`src/rtl/or_sweep_pkg.sv`:
```
// Shared state encoding and expected truth tables for the
// gate truth-table sweeper.
package or_sweep_pkg;

    typedef enum logic [1:0] {
        S_IDLE   = 2'd0,
        S_APPLY  = 2'd1,
        S_SAMPLE = 2'd2,
        S_DONE   = 2'd3
    } state_t;

    localparam logic [3:0] EXP_OR2  = 4'b1110;
    localparam logic [3:0] EXP_AND2 = 4'b1000;
    localparam logic [3:0] EXP_XOR2 = 4'b0110;
    localparam logic [3:0] EXP_NOR2 = 4'b0001;

endpackage

```
`src/rtl/sweep_index_counter.sv`:
```
// Vector index and settle-time counters for the sweeper.
// clr zeroes both; step advances idx and restarts settling.
module sweep_index_counter #(
    parameter int N_IN   = 2,
    parameter int SETTLE = 1
) (
    input  logic            clk,
    input  logic            rst_n,
    input  logic            i_clr,
    input  logic            i_step,
    output logic [N_IN-1:0] o_idx,
    output logic            o_settle_done,
    output logic            o_last
);

    localparam int SW = (SETTLE > 1) ? $clog2(SETTLE) : 1;

    logic [N_IN-1:0] r_idx;
    logic [SW-1:0]   r_settle;
    logic            w_settle_done;

    assign w_settle_done = (r_settle == SW'(SETTLE - 1));

    always_ff @(posedge clk or negedge rst_n) begin
        if (!rst_n) begin
            r_idx    <= '0;
            r_settle <= '0;
        end else if (i_clr) begin
            r_idx    <= '0;
            r_settle <= '0;
        end else if (i_step) begin
            r_idx    <= r_idx + 1'b1;
            r_settle <= '0;
        end else if (!w_settle_done) begin
            // saturates so SAMPLE/DONE can sit on a held count
            r_settle <= r_settle + 1'b1;
        end
    end

    assign o_idx         = r_idx;
    assign o_settle_done = w_settle_done;
    assign o_last        = &r_idx;

endmodule

```
`src/rtl/or_truth_sweeper.sv`:
```
// Drives every input combination into a gate under test, records the
// observed truth table and counts mismatches against EXPECTED.
module or_truth_sweeper
    import or_sweep_pkg::*;
#(
    parameter int                     N_IN     = 2,
    parameter int                     SETTLE   = 1,
    parameter logic [(1<<N_IN)-1:0]   EXPECTED = 4'b1110
) (
    input  logic                   clk,
    input  logic                   rst_n,
    input  logic                   start,
    input  logic                   gate_out,
    output logic [N_IN-1:0]        stim,
    output logic                   busy,
    output logic                   done,
    output logic                   pass,
    output logic [(1<<N_IN)-1:0]   tt,
    output logic [N_IN:0]          err_count
);

    state_t r_state;
    state_t w_next;

    logic [N_IN-1:0]       w_idx;
    logic                  w_settle_done;
    logic                  w_last;
    logic                  w_clr;
    logic                  w_step;
    logic [N_IN-1:0]       w_stim;
    logic                  w_miss;
    logic [N_IN:0]         w_err_nxt;

    logic                  r_busy;
    logic                  r_done;
    logic                  r_pass;
    logic [(1<<N_IN)-1:0]  r_tt;
    logic [N_IN:0]         r_err;

    sweep_index_counter #(
        .N_IN   (N_IN),
        .SETTLE (SETTLE)
    ) u_cnt (
        .clk           (clk),
        .rst_n         (rst_n),
        .i_clr         (w_clr),
        .i_step        (w_step),
        .o_idx         (w_idx),
        .o_settle_done (w_settle_done),
        .o_last        (w_last)
    );

    always_ff @(posedge clk or negedge rst_n) begin
        if (!rst_n) r_state <= S_IDLE;
        else        r_state <= w_next;
    end

    always_comb begin
        w_next = r_state;
        w_stim = '0;
        w_clr  = 1'b0;
        w_step = 1'b0;
        unique case (r_state)
            S_IDLE: begin
                w_clr = 1'b1;
                if (start) w_next = S_APPLY;
            end
            S_APPLY: begin
                w_stim = w_idx;
                if (w_settle_done) w_next = S_SAMPLE;
            end
            S_SAMPLE: begin
                w_stim = w_idx;
                if (w_last) begin
                    w_next = S_DONE;
                end else begin
                    w_step = 1'b1;
                    w_next = S_APPLY;
                end
            end
            S_DONE: w_next = S_IDLE;
        endcase
    end

    assign w_miss    = (gate_out != EXPECTED[w_idx]);
    assign w_err_nxt = r_err + {{N_IN{1'b0}}, w_miss};

    always_ff @(posedge clk or negedge rst_n) begin
        if (!rst_n) begin
            r_busy <= 1'b0;
            r_done <= 1'b0;
            r_pass <= 1'b0;
            r_tt   <= '0;
            r_err  <= '0;
        end else begin
            r_done <= 1'b0;
            unique case (r_state)
                S_IDLE: begin
                    if (start) begin
                        r_busy <= 1'b1;
                        r_pass <= 1'b0;
                        r_tt   <= '0;
                        r_err  <= '0;
                    end
                end
                S_APPLY: ;
                S_SAMPLE: begin
                    r_tt[w_idx] <= gate_out;
                    r_err       <= w_err_nxt;
                    if (w_last) begin
                        r_done <= 1'b1;
                        r_pass <= (w_err_nxt == '0);
                    end
                end
                S_DONE: r_busy <= 1'b0;
            endcase
        end
    end

    assign stim      = w_stim;
    assign busy      = r_busy;
    assign done      = r_done;
    assign pass      = r_pass;
    assign tt        = r_tt;
    assign err_count = r_err;

endmodule
```
`config.mk`:
```
export PLATFORM = sky130hd
export DESIGN_NAME = or_truth_sweeper
export DESIGN_NICKNAME = d
export VERILOG_FILES = /design/src/rtl/or_sweep_pkg.sv /design/src/rtl/sweep_index_counter.sv /design/src/rtl/or_truth_sweeper.sv
export SDC_FILE = /design/constraint.sdc
export NUM_CORES = 1
export LEC_CHECK = 0
export BUFFER_PORTS_ARGS = -buffer_cell sky130_fd_sc_hd__buf_2
export CAP_MARGIN = 20
export CORE_MARGIN = 2
export CORE_UTILIZATION = 45
export CTS_CLUSTER_SIZE = 28
export DETAILED_ROUTE_END_ITERATION = 16
export HOLD_SLACK_MARGIN = 0.15
export PLACE_DENSITY = 0.71
export SYNTH_ARGS = -nofsm -noshare
export SYNTH_HDL_FRONTEND = slang
export SYNTH_SLANG_ARGS = --single-unit
```
`constraint.sdc`:
```
create_clock -name clk -period 2.25 [get_ports clk]
set_input_delay 0.1125 -clock clk [delete_from_list [all_inputs] [get_ports clk]]
set_output_delay 0.1125 -clock clk [all_outputs]
set_load 0.01 [all_outputs]
```
After elaboration in Yosys (flattened, before gate mapping)
Cells that the tools add are included.

Bits in registers: 15. Bits of input ports: 4. Output and inout bits: 12. Word-level logic and storage cells: 61.

Add/sub/neg operators: 3. $lt $le $gt $ge: 2. Eq/ne operators: 7. Mux-type cells: 29. Reduce and logical (&&, ||, !) cells: 12.

Operators by type and width (number): $mux W1 (13); $mux W2 (6); $pmux W2 S4 (1); $pmux W4 S2 (1); $reduce_and A2 Y1 (4); $pmux W3 S2 (1); $reduce_bool A2 Y1 (3); $bwmux W4 (1); $eq A2 B2 Y1 const B (2); $mux W4 (1); $ne A2 B2 Y1 const B (2); $pmux W1 S2 (2); $add A3 B1 Y3 (1); $logic_not A3 Y1 (1); $lt A2 B3 Y1 const B (1); $mux W3 (1); $reduce_and A3 Y1 (1); $add A2 B1 Y2 const B (1); $bmux W1 S2 (1); $demux W1 S2 (1); $eq A2 B1 Y1 const B (1); $ge A2 B1 Y1 const B (1); $logic_not A2 Y1 (1); $ne A2 B1 Y1 const B (1); 4 further kinds (4).

Logic depth before layout (Yosys ltp)
Word-level depth: 7. Depth in mapped cells: 8. Gate-level depth less buffers: 8.

Modules after synthesis
Synthesis repeated with hierarchy kept, for this count alone.

Cells, all modules: 83. Area, all modules: 832.0 um2.

Modules (own cells, without submodules): or_truth_sweeper (times used 1, cells an instance 74, area each 732.0 um2, sequential area each 300.3 um2); sweep_index_counter (times used 1, cells an instance 9, area each 100.1 um2, sequential area each 50.0 um2).

Worst setup path after synthesis
No wires, ideal clock.

Path kind: register -> register. Start point: register u_cnt.r_idx[0] (netlist: u_cnt.o_idx[0]). End point: register r_pass (netlist: pass). Setup time: 0.087 ns. Arrival time: 1.731 ns. Data required time: 2.163 ns. Setup slack: 0.433 ns. Stages on the path, launching flop included: 9. Path buffers: 0. Period minus slack after synthesis: 1.817 ns. Cells stage by stage: dfrtp_1 > inv_1 > ha_1 > xnor2_1 > ha_1 > ha_1 > and4bb_2 > a22oi_1 > o211ai_1.

Longest elaborated chain between the ends: 7. Elaborated cells on any way between the ends: 10. Those cells by class: add/sub: 1; eq/ne: 2; mux: 4; reduce/logical: 3.

Ends and longest elaborated chain: start: declaration (RTL line sweep_index_counter.sv:18) `logic [N_IN-1:0] r_idx;`; start signal: assignment (RTL line sweep_index_counter.sv:32) `r_idx <= r_idx + 1'b1;`; $bmux W1 S2 (RTL line or_truth_sweeper.sv:85) `assign w_miss = (gate_out != EXPECTED[w_idx]);`; $mux W1 (not written as such) (RTL line or_truth_sweeper.sv:85); $ne A1 B1 Y1 (RTL line or_truth_sweeper.sv:85); $add A3 B1 Y3 (RTL line or_truth_sweeper.sv:86) `assign w_err_nxt = r_err + {{N_IN{1'b0}}, w_miss};`; $logic_not A3 Y1 (RTL line or_truth_sweeper.sv:112) `r_pass <= (w_err_nxt == '0);`; $mux W1 (RTL line or_truth_sweeper.sv:110) `if (w_last) begin`; $pmux W1 S2 (RTL line or_truth_sweeper.sv:97) `unique case (r_state)`; end signal: assignment (RTL line or_truth_sweeper.sv:112); end: declaration (RTL line or_truth_sweeper.sv:36) `logic r_pass;`.

Parallel ways exist; a longest one is shown, timed or not. The select of a mux whose other input is x is not followed. A chain may end at the register's enable or synchronous reset.

Final worst setup path
Same ends and word-level chain as after synthesis.

==> results.md <==
* Rel. slew slack at 73.19%
* Num rows at 15
* Initial antenna violation count at 0
* Mapped Area at roughly 840 sq um
* Final GP Congestion at between 0.7 and 0.8
* Critical Path Source Type: register
* Clock Skew at approximately 0.0045 ns
* DRT Wirelength at 1601 um
* PortBufs at 15
* Fillers at around 160
* Clk sinks at 14
* Syn_nets at 92
* Worst Path Arrival at about 2.2 ns
* Setup TNS at 0 ns
* DP Wirelength at 1165 um
* Vias in the first global route at 566
* H-Tree Depth at 1
* Fin. max-slew vios at 0
* Synth Instances at 78
* P&R area growth vs syn at 15.73%
* Syn avg cell area at 10.81 sq um
* Worst-path clk slew at approximately 0.09 ns
* CTS root buf: clkbuf_4
* Yosys warning count at 0
* Chip width at 47.29 um
* ANT cells at 0
* Critical path type: reg2reg
* GRT overflow at 0
* Register area share after synthesis at between 40% and 50%
* Via density per instance at about 5.3
* CTS Buf Count at 3
* Fin crit period at 1.946 ns
* Die area at about 0.0022 sq mm
* Post-synthesis sequential element count at 14
* Total GRT Usage at 16.41%
* Via count at approximately 640
* Post-route ant nets at 0
* I/O pins at 16
* Static Leakage at 0.0004909 uW
* Die height at around 47 um
* Max-cap violation count at 0
* Max VDD drop at around 0.00084 V
* NumNets Final at 111
* CTS tree: built
* Pwr per Cell Area at about 1300 mW/mm^2
* Worst-Margin Slew at about 0.40 ns
* Core area at approximately 0.0017 sq mm
* CP Data Required Time at ~2.5 ns
* Tot Pwr at between 1000 and 1500 uW
* DR iter-0 viols at 9
* Status: finished clean
* First-pass GRT wire length at between 2000 and 2500 um
* Post-CTS Resized at 0
* Fmax at 513.8 MHz
* Setup Buffers After CTS at 0
* Clock buffer depth at 2
* Starting density of the core at about half
* Layout cells sized above 1 at between 20% and 30%
* Routed length per placed instance at around 13 um
* # DRC at 0
* Count of cell types in the netlist at 26
* Part of the cycle the worst path needs at 86.50%
* CP Max Fanout at 5
* Largest net degree at the start of global routing at 15
* RSZ-0062 raised after global routing: false
* Fin. Hold Viols at 0
* Hold Path Class: in2reg
* Pre-antenna DRT Iters at 3
* Setup crit end kind: register
* Final Setup Violations at 0
* Worst-Skew Late Latency at roughly 0.30 ns
## layer usage
metal | GRT usage (%) | up-vias | part of all wire [%]
met4 | 8.333 | 0 | 2.2
li1 | - | 312 | -
met1 | 19.81 | 312 | 48
met3 | 5.769 | 4 | 4.6
met5 | 0 | - | 0
met2 | 25.68 | 13 | 45
## registers in the layout, summed over array words and instances (netlist names)
signal and cells:
pass 1, done 1, u_cnt.o_idx 2, tt 4, err_count 3, r_state 2, busy 1
## critical path, stage by stage, from the launching register on
cell	delay, ns
dfrtp_1	0.43
inv_1	0.11
ha_1	0.21
xnor2_1	0.12
ha_1	0.19
ha_1	0.28
and4bb_2	0.30
a22oi_1	0.07
o211ai_1	0.16
## worst paths after layout
kind                       slack, ns                 to                       start  depth (start not counted)
hold / removal                  0.17  tt[2]$_DFFE_PN0P_                    gate_out                          3
setup / recovery                0.30   pass$_DFFE_PN0P_  u_cnt.o_idx[0]$_DFFE_PN0P_                          8
setup reg to reg                0.30   pass$_DFFE_PN0P_  u_cnt.o_idx[0]$_DFFE_PN0P_                          8
hold reg to reg                 0.51  tt[1]$_DFFE_PN0P_           tt[1]$_DFFE_PN0P_                          1
max in group asynchronous       1.77   busy$_DFFE_PN0P_                       rst_n                          2
min in group asynchronous       0.23  tt[2]$_DFFE_PN0P_                       rst_n                          2
## placed cells by master, fill, tap and decap left out
master / n
clkbuf_8: 1
a22o_1: 1
a22oi_1: 1
o2bb2ai_1: 3
and2_1: 2
buf_2: 15
o21ai_0: 2
o211ai_1: 1
dfrtp_1: 14
clkbuf_4: 3
and2b_1: 1
nand3_1: 1
a31o_1: 1
xnor2_1: 3
a31oi_1: 4
dlygate4sd3_1: 2
ha_1: 10
inv_1: 6
and4bb_2: 1
nor2_1: 3
o221ai_1: 1
nand2_1: 3
a21oi_1: 4
nor2b_1: 7
mux2i_1: 2
nand2b_4: 1
a32o_1: 2
o21ai_2: 1
## metrics by stage
stage | instance area (sq um) | hold slack (ns) | cells | util, % | setup slack, ns
after global placement | 919.6 | 0.02434 | 115 | 52.69 | 0.3765
after floorplan | 843.3 | -0.1831 | 78 | - | 0.4326
after global routing | 975.9 | 0.1948 | 121 | 55.91 | 0.1679
after CTS | 975.9 | 0.1864 | 121 | 55.91 | 0.2904
final | 975.9 | 0.1719 | 121 | 55.91 | 0.3038
after detailed placement | 919.6 | 0.02866 | 115 | 52.69 | 0.3006
## cell families after synthesis
group                      synth area share (%)
xor gates and xnor gates                  3.116
muxes                                     2.374
AOI/OAI and AO/OA                         17.95
adders and majority gates                 14.84
DFF                                       41.54
and+or+nand+nor                           13.95
buffers and inverters                     6.231
## layout make-up
type                            count  area, sq um  share of cell area (%)
Inverter                            6        22.52                   2.308
Sequential cell                    14        350.3                   35.90
Tap cell                           25        31.28                   3.205
Clock buffer                        4        36.28                   3.718
Multi-Input combinational cell     55        440.4                   45.13
Timing Repair Buffer               17        95.09                   9.744
## where the power goes
group          switching (uW)  internal [uW]  total, uW
sequential               91.8            351        443
clock                    92.2           98.9        191
combinational             358            293        651
## synth_stat cells
cell type,n,area share (%)
nand2_1,3,1.3
nor2_1,3,1.3
o211ai_1,1,0.89
o2bb2ai_1,3,3.1
a31o_1,1,1.0
o21ai_2,1,1.0
a22oi_1,1,0.89
dfrtp_1,14,42
buf_6,2,2.7
inv_1,6,2.7
and4bb_2,1,1.5
and2_1,2,1.5
a31oi_1,4,3.0
a22o_1,1,1.0
ha_1,10,15
buf_4,1,0.89
xnor2_1,3,3.1
mux2i_1,2,2.4
and2b_1,1,0.89
a21oi_1,4,2.4
nor2b_1,7,5.2
nand2b_4,1,1.6
a32o_1,2,2.4
o221ai_1,1,1.0
nand3_1,1,0.59
o21ai_0,2,1.2
## what timing repair did
action,4_1_cts,5_1_grt
endpoints found under the setup margin,0,0
hold buffers,2,0
hold endpoints to repair,15,0
Power figures use the tool's default switching activity.
